### src/rtl/brt_usb_20_serial_tx.sv
// USB 2.0 serial transmitter: SYNC, LSB-first data, bit stuffing, NRZI and speed-specific EOP.
// Optional build macro BRT_USB_TX_STUFF_ERR_INJ_EN adds inj_stuff_err to suppress stuffing per packet.
module brt_usb_20_serial_tx #(
    parameter int SYNC_HS_BITS = 32,
    parameter int SYNC_FS_BITS = 8
) (
    input  logic       clk,
    input  logic       rst_n,
    input  logic       bit_tick,
    input  logic [1:0] speed,
    input  logic       tx_valid,
    input  logic [7:0] tx_data,
    input  logic       tx_last,
`ifdef BRT_USB_TX_STUFF_ERR_INJ_EN
    input  logic       inj_stuff_err,
`endif
    output logic       tx_ready,
    output logic       tx_dp,
    output logic       tx_dm,
    output logic       tx_en,
    output logic       se0_en,
    output logic       busy,
    output logic       underrun
);

    typedef enum logic [2:0] {
        S_IDLE,
        S_SYNC,
        S_DATA,
        S_EOP_HS,
        S_EOP_SE0,
        S_EOP_J
    } state_t;

    state_t     state_q, state_d;
    logic [7:0] hold_data_q, hold_data_d;
    logic       hold_last_q, hold_last_d;
    logic       hold_full_q, hold_full_d;
    logic [7:0] sh_data_q, sh_data_d;
    logic       sh_last_q, sh_last_d;
    logic [5:0] bit_cnt_q, bit_cnt_d;
    logic [2:0] ones_q, ones_d;
    logic       hs_q, hs_d;
    logic       ls_q, ls_d;
    logic       stuff_en_q, stuff_en_d;
    logic       lvl_q, lvl_d;          // current NRZI level, 1 = J
    logic       dp_d, dm_d, en_d, se0_d, underrun_d;

    logic       acc;
    logic       in_eop;
    logic       drive;
    logic       reload;
    logic       byte_end;
    logic       data_bit;
    logic [5:0] sync_end;
    state_t     eop_state;

    // Handshake: a byte moves when tx_valid && tx_ready on a clk edge; tx_valid with
    // tx_ready low is simply held off, never dropped. tx_ready depends only on registers.
    assign in_eop    = (state_q == S_EOP_HS) || (state_q == S_EOP_SE0) || (state_q == S_EOP_J);
    assign tx_ready  = ~hold_full_q & ~in_eop;
    assign acc       = tx_valid & tx_ready;
    assign busy      = (state_q != S_IDLE);
    assign sync_end  = hs_q ? 6'(SYNC_HS_BITS - 1) : 6'(SYNC_FS_BITS - 1);
    assign eop_state = hs_q ? S_EOP_HS : S_EOP_SE0;

    always_comb begin
        state_d     = state_q;
        hold_data_d = hold_data_q;
        hold_last_d = hold_last_q;
        hold_full_d = hold_full_q;
        sh_data_d   = sh_data_q;
        sh_last_d   = sh_last_q;
        bit_cnt_d   = bit_cnt_q;
        ones_d      = ones_q;
        hs_d        = hs_q;
        ls_d        = ls_q;
        stuff_en_d  = stuff_en_q;
        lvl_d       = lvl_q;
        dp_d        = tx_dp;
        dm_d        = tx_dm;
        en_d        = tx_en;
        se0_d       = se0_en;
        underrun_d  = 1'b0;
        drive       = 1'b0;
        reload      = 1'b0;
        byte_end    = 1'b0;
        data_bit    = 1'b0;

        case (state_q)
            S_IDLE: begin
                if (bit_tick) begin
                    if (hold_full_q) begin
                        // First SYNC bit goes out on this tick: a 0 toggles J to K.
                        state_d   = S_SYNC;
                        hs_d      = speed[1];
                        ls_d      = (speed == 2'd0);
`ifdef BRT_USB_TX_STUFF_ERR_INJ_EN
                        stuff_en_d = ~inj_stuff_err;
`else
                        stuff_en_d = 1'b1;
`endif
                        lvl_d     = 1'b0;
                        drive     = 1'b1;
                        bit_cnt_d = 6'd1;
                        ones_d    = 3'd0;
                    end else begin
                        dp_d  = 1'b0;
                        dm_d  = 1'b0;
                        en_d  = 1'b0;
                        se0_d = 1'b0;
                    end
                end
            end
            S_SYNC: begin
                if (bit_tick) begin
                    drive = 1'b1;
                    if (bit_cnt_q == sync_end) begin
                        ones_d    = 3'd1;
                        bit_cnt_d = 6'd0;
                        reload    = 1'b1;
                        state_d   = S_DATA;
                    end else begin
                        lvl_d     = ~lvl_q;
                        bit_cnt_d = bit_cnt_q + 6'd1;
                    end
                end
            end
            S_DATA: begin
                if (bit_tick) begin
                    drive = 1'b1;
                    if (stuff_en_q && (ones_q == 3'd6)) begin
                        lvl_d    = ~lvl_q;
                        ones_d   = 3'd0;
                        byte_end = (bit_cnt_q == 6'd8);
                    end else begin
                        data_bit  = sh_data_q[0];
                        sh_data_d = {1'b0, sh_data_q[7:1]};
                        lvl_d     = data_bit ? lvl_q : ~lvl_q;
                        ones_d    = data_bit ? ones_q + 3'd1 : 3'd0;
                        bit_cnt_d = bit_cnt_q + 6'd1;
                        // A stuff bit owed after bit 7 defers the end-of-byte decision.
                        byte_end  = (bit_cnt_q == 6'd7) && !(stuff_en_q && (ones_d == 3'd6));
                    end
                    if (byte_end) begin
                        bit_cnt_d = 6'd0;
                        if (sh_last_q) begin
                            state_d = eop_state;
                        end else if (hold_full_q || acc) begin
                            reload = 1'b1;
                        end else begin
                            underrun_d = 1'b1;
                            state_d    = eop_state;
                        end
                    end
                end
            end
            S_EOP_HS: begin
                if (bit_tick) begin
                    drive    = 1'b1;
                    data_bit = (bit_cnt_q != 6'd0);
                    lvl_d    = data_bit ? lvl_q : ~lvl_q;
                    if (bit_cnt_q == 6'd7) begin
                        bit_cnt_d = 6'd0;
                        state_d   = S_IDLE;
                    end else begin
                        bit_cnt_d = bit_cnt_q + 6'd1;
                    end
                end
            end
            S_EOP_SE0: begin
                if (bit_tick) begin
                    dp_d  = 1'b0;
                    dm_d  = 1'b0;
                    en_d  = 1'b0;
                    se0_d = 1'b1;
                    if (bit_cnt_q == 6'd1) begin
                        bit_cnt_d = 6'd0;
                        state_d   = S_EOP_J;
                    end else begin
                        bit_cnt_d = bit_cnt_q + 6'd1;
                    end
                end
            end
            S_EOP_J: begin
                if (bit_tick) begin
                    drive     = 1'b1;
                    lvl_d     = 1'b1;
                    bit_cnt_d = 6'd0;
                    state_d   = S_IDLE;
                end
            end
            default: state_d = S_IDLE;
        endcase

        if (drive) begin
            en_d  = 1'b1;
            se0_d = 1'b0;
            dp_d  = lvl_d ^ ls_d;
            dm_d  = ~(lvl_d ^ ls_d);
        end

        // A byte accepted in the reload cycle bypasses the holding register.
        if (reload) begin
            sh_data_d   = hold_full_q ? hold_data_q : tx_data;
            sh_last_d   = hold_full_q ? hold_last_q : tx_last;
            hold_full_d = 1'b0;
        end else if (acc) begin
            hold_data_d = tx_data;
            hold_last_d = tx_last;
            hold_full_d = 1'b1;
        end
    end

    always_ff @(posedge clk or negedge rst_n) begin
        if (!rst_n) begin
            state_q     <= S_IDLE;
            hold_data_q <= 8'd0;
            hold_last_q <= 1'b0;
            hold_full_q <= 1'b0;
            sh_data_q   <= 8'd0;
            sh_last_q   <= 1'b0;
            bit_cnt_q   <= 6'd0;
            ones_q      <= 3'd0;
            hs_q        <= 1'b0;
            ls_q        <= 1'b0;
            stuff_en_q  <= 1'b1;
            lvl_q       <= 1'b1;
            tx_dp       <= 1'b0;
            tx_dm       <= 1'b0;
            tx_en       <= 1'b0;
            se0_en      <= 1'b0;
            underrun    <= 1'b0;
        end else begin
            state_q     <= state_d;
            hold_data_q <= hold_data_d;
            hold_last_q <= hold_last_d;
            hold_full_q <= hold_full_d;
            sh_data_q   <= sh_data_d;
            sh_last_q   <= sh_last_d;
            bit_cnt_q   <= bit_cnt_d;
            ones_q      <= ones_d;
            hs_q        <= hs_d;
            ls_q        <= ls_d;
            stuff_en_q  <= stuff_en_d;
            lvl_q       <= lvl_d;
            tx_dp       <= dp_d;
            tx_dm       <= dm_d;
            tx_en       <= en_d;
            se0_en      <= se0_d;
            underrun    <= underrun_d;
        end
    end

endmodule

### config.mk
export PLATFORM = sky130hd
export DESIGN_NAME = brt_usb_20_serial_tx
export DESIGN_NICKNAME = d
export VERILOG_FILES = /design/src/rtl/brt_usb_20_serial_tx.sv
export SDC_FILE = /design/constraint.sdc
export NUM_CORES = 1
export LEC_CHECK = 0
export ABC_CLOCK_PERIOD_IN_PS = 7200
export CORE_MARGIN = 2
export CORE_UTILIZATION = 53
export CTS_CLUSTER_DIAMETER = 60
export DETAILED_ROUTE_END_ITERATION = 10
export PLACE_DENSITY_LB_ADDON = 0.25
export SYNTH_ARGS = -nofsm -noshare
export SYNTH_HDL_FRONTEND = slang
export SYNTH_SLANG_ARGS = --single-unit
### constraint.sdc
create_clock -name clk -period 7.2 [get_ports clk]
set_clock_uncertainty 0.1 [all_clocks]
set_input_delay 1.44 -clock clk [delete_from_list [all_inputs] [get_ports clk]]
set_output_delay 1.44 -clock clk [all_outputs]
set_load 0.02 [all_outputs]
==> impl_metrics.yaml, run 1 <==
status:
  status: "finished, final reports clean"
logic_synthesis:
  synth.area.top_cells: "dfrtp_1 (41%), mux2i_1 (7.3%), mux2_2 (5.3%)"
  seq_area_frac_synth_pct: 41.8
  synth_common_cells: "dfrtp_1 (38), nand2_1 (22), mux2i_1 (17)"
  syn-num-nets: 263
  ys_ff_latch: 39
  async_reset_ff_share_pct: 100
  synth_top_cell_by_area: "dfrtp_1"
  syn_inst: 241
  synth_edf_count: 0
  synthFlopType: "dfrtp_1"
  synth_cell_types: 52
  avgSynthCellArea_um2: 9.69
  synth_top_area_share_pct: 40.7
  syn_area_um2: 2340
  yosysMostFrequentCell: "dfrtp_1"
  ys_warn_count: 0
drt:
  postRouteAntennaNets: 0
  drc_errors: 0
  wl_per_cell_um: 15.7
  drt_first_pass_iters: 4
  wl_um: 4850
  vias_per_cell: 6.05
  vias: 1862
  drtIter0Drc: 165
placed_design:
  postPlaceCellArea_um2: 2540
  gp_congestion: 0.821
  dp_hpwl_um: 3480
  port_buffers: 21
worst_setup_path:
  cpMaxStageDelayCell: "clkdlybuf4s50_1"
  cp.arrival_ps: 3990
  critPathLaunch: "bit_tick"
  critPathMaxFanout: 22
  reg2reg_depth: 4
  critPathKind: "input port to flop"
  path_cells: "clkdlybuf4s50_1 -> inv_1 -> a2111oi_0 -> a21boi_0 -> nor4bb_1 -> a21o_1"
  timing.rr.start: "state_q[1]$_DFFE_PN0P_"
  cp_data_required_time_ps: 7340
  end_kind: "flop"
  start_kind: "input port"
  max_stage_delay_ps: 920
sta:
  relSlewSlack_pct: 40.1
  setup_viol: 0
  finalCriticalPeriod_ps: 3850
  final-max-slew-violation-count: 0
  hold_viol: 0
  finalCritPeriodShare_pct: 53.5
  tightest_slew_ps: 890
  tns_ps: 0
  rsz0062_at_grt: "no"
  max_freq_mhz: 260
global_route:
  globalRouteOverflowTotal: 0
  grt_pass1_vias: 1825
  grt_pass1_wl_um: 8630
  grt_max_degree: 40
  antenna_found_initial: 0
  grt_usage_pct: 22.1
floorplan:
  ios: 22
  rows: 24
  core_um2: 4290
  die_h_um: 70.4
  fp.dieArea_um2: 4950
  die_w_um: 70.4
  start_util_pct: 54.4
clock_tree:
  cts_resized: 0
  clockRootBuffer: "clkbuf_8"
  cts.sinks: 39
  cts_setup_buffers: 0
  clk-insertion-delay-late_ps: 300
  cts_tree: "built"
  clk_path_buf_depth: 2
  cts_buffers: 5
  cts_max_level: 2
  clkTransAtPathRegs_ps: 80
  postCtsHoldBufs: 0
pwr:
  ir_drop_mv: 0.164
  cellPowerDensity_nw_per_um2: 330
  p_leak_uw: 0.00122
cells_and_area:
  antennaDiodeCount: 0
  nets: 277
  drive_above_1_share_pct: 8.59
  fill_cells: 362
  syn_to_final_growth_pct: 12.7
  fin_area_um2: 2630
worst_hold_path:
  min-delay-start: "tx_en$_DFFE_PN0P_"
  holdPathStages: 2
  hp-class: "flop to flop"
flow_run:
  maxCapViolCount: 0
==> per-layer routing <==
metal / GRT usage [%] / vias to the layer above / wire (µm)
met4: 7.91 / 0 / 89
met5: 0 / - / 0
met3: 5.63 / 9 / 236
li1: - / 925 / -
met1: 29.9 / 881 / 2260
met2: 34.4 / 47 / 2260
==> through the flow <==
step / instances / worst slack (ps) / total power [µW] / hold slack [ps] / utilization, %
floorplan: 241 / 4040 / 606 / 356 / -
global placement: 300 / 3120 / 710 / 365 / 59.2
detailed placement: 300 / 3070 / 719 / 392 / 59.2
CTS: 308 / 3370 / 875 / 409 / 61.3
global route: 308 / 3000 / 940 / 415 / 61.3
finish: 308 / 3350 / 870 / 405 / 61.3
==> layout make-up <==
cell class	instances	area, µm²	share of cell area (%)
well taps	52	65.1	2.47
inverters	9	33.8	1.28
flip-flops and latches	39	977	37.1
repair buffers	21	205	7.79
multi-input cells	179	1260	47.9
clock inverters	1	5.00	0.190
clock buffers	7	86.3	3.28
==> logic make-up after synthesis <==
kind of cell	after synthesis	share of synthesized area (%)
AND/OR/NAND/NOR	72	16.2
AO/OA/AOI/OAI	70	20.7
flip-flops	39	41.8
multiplexers	28	12.6
buffers and inverters	23	4.18
adder cells (fa/ha/maj)	7	3.75
XOR/XNOR	2	0.750
==> report_power, final <==
part | switching (µW) | internal [µW] | total (µW) | leakage, µW
clock | 77.4 | 77.3 | 155 | 0.0000482
sequential | 74.1 | 277 | 351 | 0.000501
combinational | 206 | 158 | 365 | 0.000671
total | 358 | 512 | 870 | 0.00122
==> final timing paths <==
kind | to | slack, ps
max | ones_q[2]$_DFFE_PN0P_ | 3350
min | tx_en$_DFFE_PN0P_ | 410
min reg2reg | tx_en$_DFFE_PN0P_ | 410
max in group asynchronous | sh_data_q[6]$_DFFE_PN0P_ | 5320
min in group asynchronous | bit_cnt_q[5]$_DFFE_PN0P_ | 1150
max reg2reg | sh_data_q[3]$_DFFE_PN0P_ | 4460
==> critical path, delay by kind of cell <==
family          cells  cell delay, ps
compound gates      3            1030
buf+inv             2            1160
simple gates        1             350
==> sequential cells by signal (all words and copies together), names as in the netlist <==
register / count
sh_last_q: 1
hold_data_q: 8
ones_q: 3
hold_full_q: 1
bit_cnt_q: 6
underrun: 1
tx_dp: 1
sh_data_q: 8
state_q: 3
lvl_q: 1
hs_q: 1
se0_en: 1
hold_last_q: 1
ls_q: 1
tx_en: 1
tx_dm: 1
==> placed cells by master, fill, tap and decap left out, types with 3 or more instances in the layout <==
cell / n
a211oi_1: 4
or3_1: 3
nor2_1: 12
a21oi_1: 14
nand3_1: 7
o21ai_0: 14
ha_1: 7
mux2_2: 11
clkdlybuf4s50_1: 20
nand3b_1: 3
a21o_1: 5
a22o_1: 8
o2bb2ai_1: 4
o21ai_1: 3
clkbuf_8: 6
inv_1: 9
nand2_1: 22
nor4_1: 3
nor3_1: 4
mux2i_1: 17
and3_1: 3
dfrtp_1: 38
Power figures use the tool's default switching activity.
==> run 2, diff against run 1 <==
--- a/config.mk
+++ b/config.mk
@@ -5,7 +5,7 @@
 export SDC_FILE = /design/constraint.sdc
 export NUM_CORES = 1
 export LEC_CHECK = 0
-export ABC_CLOCK_PERIOD_IN_PS = 7200
+export ABC_CLOCK_PERIOD_IN_PS = 3900
 export CORE_MARGIN = 2
 export CORE_UTILIZATION = 53
 export CTS_CLUSTER_DIAMETER = 60
==> constraint.sdc (replaced) <==
create_clock -name clk -period 3.9 [get_ports clk]
set_clock_uncertainty 0.1 [all_clocks]
set_input_delay 0.78 -clock clk [delete_from_list [all_inputs] [get_ports clk]]
set_output_delay 0.78 -clock clk [all_outputs]
set_load 0.02 [all_outputs]
==> run 2 against run 1 <==
Core utilization grew 0.96 points. Count of clock-buffer cells in the layout is 1 lower. Sequential share of layout area fell by 0.57 points. Final cell count is 0.65% higher. Critical path type is now flop to output port. Critical endpoint is now tx_ready. Highest routed layer unchanged.
==> impl_metrics.yaml, run 2 (synthesis gave the netlist of run 1 again) <==
drt:
  drc_errors: 0
  vias_per_cell: 6.15
  drt_first_pass_iters: 4
  vias: 1905
  wl_um: 5070
  postRouteAntennaNets: 0
  drtIter0Drc: 201
  wl_per_cell_um: 16.4
floorplan:
  core_um2: 4290
  fp.dieArea_um2: 4950
  start_util_pct: 54.4
  die_w_um: 70.4
  rows: 24
  die_h_um: 70.4
  ios: 22
pwr:
  intPower_uw: 1020
  switching_share_pct: 39.9
  combPwrFrac_pct: 41.0
  total_power_uw: 1690
  cellPowerDensity_nw_per_um2: 633
  pwr-share-clk_pct: 20.6
  switchingPower_uw: 675
  p_leak_uw: 0.00124
  seq_power_share_pct: 38.3
  ir_drop_mv: 0.326
sta:
  finalCriticalPeriod_ps: 3220
  tightest_slew_ps: 896
  setup_viol: 0
  finalCritPeriodShare_pct: 82.5
  hold_viol: 0
  relSlewSlack_pct: 40.3
  holdWs_ps: 395
  rsz0062_at_grt: "no"
  tns_ps: 0
  final-max-slew-violation-count: 0
  max_freq_mhz: 311
clock_tree:
  postCtsHoldBufs: 0
  cts_resized: 0
  clockRootBuffer: "clkbuf_8"
  cts_tree: "built"
  clkTransAtPathRegs_ps: 80
  cts.sinks: 39
  clk_path_buf_depth: 2
  cts_setup_buffers: 0
  clk-insertion-delay-late_ps: 290
  cts_max_level: 2
  cts_buffers: 5
worst_hold_path:
  hp-class: "flop to flop"
  holdPathStages: 2
cells_and_area:
  antennaDiodeCount: 0
  nets: 279
  syn_to_final_growth_pct: 14.5
  layout_common_cells: "dfrtp_1 (38), nand2_1 (22), clkdlybuf4s50_1 (20)"
  reg_top3: "hold_data_q: 8 flops, sh_data_q: 8 flops, bit_cnt_q: 6 flops"
  drive_above_1_share_pct: 9.69
  layout_commonest_cell: "dfrtp_1"
worst_setup_path:
  reg2reg_depth: 4
  critPathMaxFanout: 21
  end_kind: "output port"
  cp_data_required_time_ps: 3020
  critPathKind: "flop to output port"
  start_kind: "flop"
  r2r_setup_slack_ps: 1110
  cp.arrival_ps: 2340
global_route:
  grt_usage_pct: 22.8
  globalRouteOverflowTotal: 0
  grt_max_degree: 40
  antenna_found_initial: 0
  use_met2_pct: 36.5
  use_met1_pct: 30.8
  met3_usage_pct: 4.76
  grt_pass1_vias: 1932
  top_usage_layer: "met2"
  grt_pass1_wl_um: 9030
flow_run:
  maxCapViolCount: 0
placed_design:
  dp_hpwl_um: 3620
  gp_congestion: 0.898
  port_buffers: 21
status:
  status: "finished, final reports clean"
[run 2: cell count changes in the layout (fill, tap and decap cells not counted), sizes merged]
cell    previous run  this run
buf                1         3
bufinv             0         1
clkbuf             7         6
[run 2: final timing paths]
| check | end | start |
|---|---|---|
| max | tx_ready | state_q[1]$_DFFE_PN0P_ |
| min | tx_dm$_DFFE_PN0P_ | tx_dm$_DFFE_PN0P_ |
| max reg2reg | sh_data_q[6]$_DFFE_PN0P_ | state_q[1]$_DFFE_PN0P_ |
| min reg2reg | tx_dm$_DFFE_PN0P_ | tx_dm$_DFFE_PN0P_ |
| max in group asynchronous | sh_data_q[6]$_DFFE_PN0P_ | rst_n |
| min in group asynchronous | bit_cnt_q[5]$_DFFE_PN0P_ | rst_n |
[run 2: worst max-delay path, cell delays in order (launching register included)]
cell             delay [ps]
dfrtp_1                 740
inv_1                   290
o21a_1                  300
nor2b_1                 140
clkdlybuf4s50_1         570
[run 2: per-stage QoR]
step	std cells	instance area, µm²	worst slack (ps)	utilization [%]
3_3_place_gp	302	2560	845	59.6
6_report	310	2680	684	62.3
3_5_place_dp	302	2560	741	59.6
5_1_grt	310	2680	588	62.3
2_1_floorplan	241	2340	1400	-
4_1_cts	310	2680	702	62.3
[run 2: per-layer routing]
layer	wire length, µm	share of wire [%]
met5	0	0
met1	2300	45
met2	2470	49
met4	59	1.2
met3	246	4.8
[run 2: layout make-up]
class                           instances  area, µm²
Fill cell                             358       1620
Multi-Input combinational cell        179       1260
Sequential cell                        39        977
Timing Repair Buffer                   23        220
Clock buffer                            6       82.6
Tap cell                               52       65.1
Clock inverter                          2       35.0
Inverter                                9       33.8
[run 2: power groups by stage]
stage / Combinational (µW) / Clock (µW) / Sequential, µW
2_1_floorplan: 515 / 0 / 603
3_3_place_gp: 672 / 0 / 651
3_5_place_dp: 689 / 0 / 654
4_1_cts: 692 / 356 / 647
5_1_grt: 775 / 371 / 669
6_report: 695 / 349 / 649
==> run 3, diff against run 2 <==
--- a/config.mk
+++ b/config.mk
@@ -5,9 +5,9 @@
 export SDC_FILE = /design/constraint.sdc
 export NUM_CORES = 1
 export LEC_CHECK = 0
-export ABC_CLOCK_PERIOD_IN_PS = 3900
+export ABC_CLOCK_PERIOD_IN_PS = 2690
 export CORE_MARGIN = 2
-export CORE_UTILIZATION = 53
+export CORE_UTILIZATION = 52
 export CTS_CLUSTER_DIAMETER = 60
 export DETAILED_ROUTE_END_ITERATION = 10
 export PLACE_DENSITY_LB_ADDON = 0.25
==> constraint.sdc (replaced) <==
create_clock -name clk -period 2.69 [get_ports clk]
set_clock_uncertainty 0.1 [all_clocks]
set_input_delay 0.538 -clock clk [delete_from_list [all_inputs] [get_ports clk]]
set_output_delay 0.538 -clock clk [all_outputs]
set_load 0.02 [all_outputs]
==> run 3 against run 2 <==
Sequential power increased by 35%. First-iteration DRC count decreased by 19%. Largest cell class unchanged. Combinational power increased by 68%. Clock power increased by 48%. Wire length decreased by 1.5%.
==> impl_metrics.yaml, run 3 (synthesis gave the netlist of run 1 again) <==
floorplan:
  die_h_um: 71.0
  rows: 24
  start_util_pct: 53.6
  core_um2: 4350
  die_w_um: 71.0
  ios: 22
  fp.dieArea_um2: 5040
worst_setup_path:
  cp.arrival_ps: 1800
  end_kind: "output port"
  cpMaxStageDelayCell: "clkdlybuf4s50_1"
  path_cells: "buf_4 -> nor2_1 -> nand2_1 -> clkdlybuf4s50_1"
  cp_data_required_time_ps: 2050
  reg2reg_depth: 8
  critPathMaxFanout: 13
  critPathKind: "flop to output port"
  timing.rr.end: "hold_last_q$_DFFE_PN0P_"
  timing.rr.start: "ones_q[0]$_DFFE_PN0P_"
  cp_num_buf_inv: 2
  r2r_setup_slack_ps: 270
  cp_top_family: "buffers and inverters"
  start_kind: "flop"
  max_stage_delay_ps: 530
clock_tree:
  clk_path_buf_depth: 2
  clockRootBuffer: "clkbuf_8"
  cts_tree: "built"
  cts_buffers: 5
  clkTransAtPathRegs_ps: 80
  clk-insertion-delay-late_ps: 290
  postCtsHoldBufs: 0
  cts_max_level: 2
  cts.sinks: 39
global_route:
  grt_pass1_wl_um: 8970
  grt_max_degree: 40
  antenna_found_initial: 0
  grt_pass1_vias: 1916
  grt_usage_pct: 22.2
  globalRouteOverflowTotal: 0
cells_and_area:
  drive_above_1_share_pct: 15.8
  layout_commonest_cell: "dfrtp_1"
  reg_top3: "hold_data_q: 8 flops, sh_data_q: 8 flops, bit_cnt_q: 6 flops"
  regArea_um2: 978
  antennaDiodeCount: 0
  syn_to_final_growth_pct: 20.0
  nets: 294
  multi_input_area_um2: 1270
  layout_common_cells: "dfrtp_1 (37), nand2_1 (22), clkdlybuf4s50_1 (19)"
  fill_cells: 378
drt:
  vias: 1948
  postRouteAntennaNets: 0
  drc_errors: 0
  vias_per_cell: 5.99
  drt_first_pass_iters: 4
  drtIter0Drc: 163
  wl_um: 5000
  wl_per_cell_um: 15.4
pwr:
  p_leak_uw: 0.00134
  ir_drop_mv: 0.469
  cellPowerDensity_nw_per_um2: 913
placed_design:
  port_buffers: 21
  gp_congestion: 0.920
  dp_hpwl_um: 3720
flow_run:
  maxCapViolCount: 0
sta:
  final-max-slew-violation-count: 0
  tightest_slew_ps: 850
  tns_ps: 0
  setup_viol: 0
  relSlewSlack_pct: 43.3
  finalCriticalPeriod_ps: 2440
  finalCritPeriodShare_pct: 90.7
  holdWs_ps: 252
  max_freq_mhz: 410
  rsz0062_at_grt: "no"
  hold_viol: 0
worst_hold_path:
  hp-class: "input port to async pin"
status:
  status: "finished, final reports clean"
==> run 3: cell count changes in the layout (fill, tap and decap cells not counted), sizes merged <==
cell | before | now
inv | 9 | 10
clkdlybuf4s50 | 20 | 19
clkinv | 1 | 0
dlymetal6s2s | 0 | 1
buf | 3 | 18
==> run 3: power breakdown <==
part / switching, µW / internal (µW)
Clock: 210 / 305
Combinational: 644 / 523
Sequential: 133 / 744
Total: 987 / 1570
==> run 3: stage by stage <==
stage          setup slack [ps]  instances  util [%]  instance area [µm²]  power, µW
3_5_place_dp                113        317      61.3                 2670       2040
5_1_grt                    11.8        325      64.4                 2800       2750
4_1_cts                    27.7        325      64.1                 2790       2570
2_1_floorplan               386        241         -                 2340       1620
6_report                    251        325      64.4                 2800       2560
3_3_place_gp                143        317      61.3                 2670       2020
==> run 3: worst max-delay path by stage <==
stage	startpoint	to	depth (start not counted)
6_report	state_q[1]$_DFFE_PN0P_	busy	4
3_3_place_gp	bit_cnt_q[4]$_DFFE_PN0P_	hold_data_q[2]$_DFFE_PN0P_	6
4_1_cts	state_q[1]$_DFFE_PN0P_	tx_ready	5
3_5_place_dp	bit_cnt_q[4]$_DFFE_PN0P_	hold_data_q[6]$_DFFE_PN0P_	6
2_1_floorplan	bit_cnt_q[2]$_DFFE_PN0P_	hold_data_q[0]$_DFFE_PN0P_	8
5_1_grt	bit_cnt_q[4]$_DFFE_PN0P_	state_q[0]$_DFFE_PN0P_	6
==> run 3: layout make-up <==
type / count / area share [%]
sequential: 39 / 34.9
multi-input combinational: 179 / 45.3
tap: 52 / 2.32
inverter: 9 / 1.20
timing repair buffer: 38 / 12.0
clock inverter: 2 / 1.38
clock buffer: 6 / 2.95
==> run 3: worst register-to-register path, delay by kind of cell (launching register included) <==
kind,cells,cell delay (ps)
AO/OA/AOI/OAI,3,540
adder cells (fa/ha/maj),1,300
buffers and inverters,1,60
flip-flops,1,420
multiplexers,1,300
AND/OR/NAND/NOR,2,570
==> run 3: what timing repair did <==
item | in CTS | in global routing
gates resized for setup | 1 | 3
setup buffers | 0 | 0
endpoints found under the setup margin | 1 | 15
==> run 3: routing by layer <==
metal	share of wire, %	routed length, µm	GRT usage (%)	up-vias
met5	0	0	0	-
met4	1.1	57	7.13	0
met3	4.3	213	4.27	6
met2	47	2350	34.4	55
met1	48	2380	31.5	932
li1	-	-	-	955
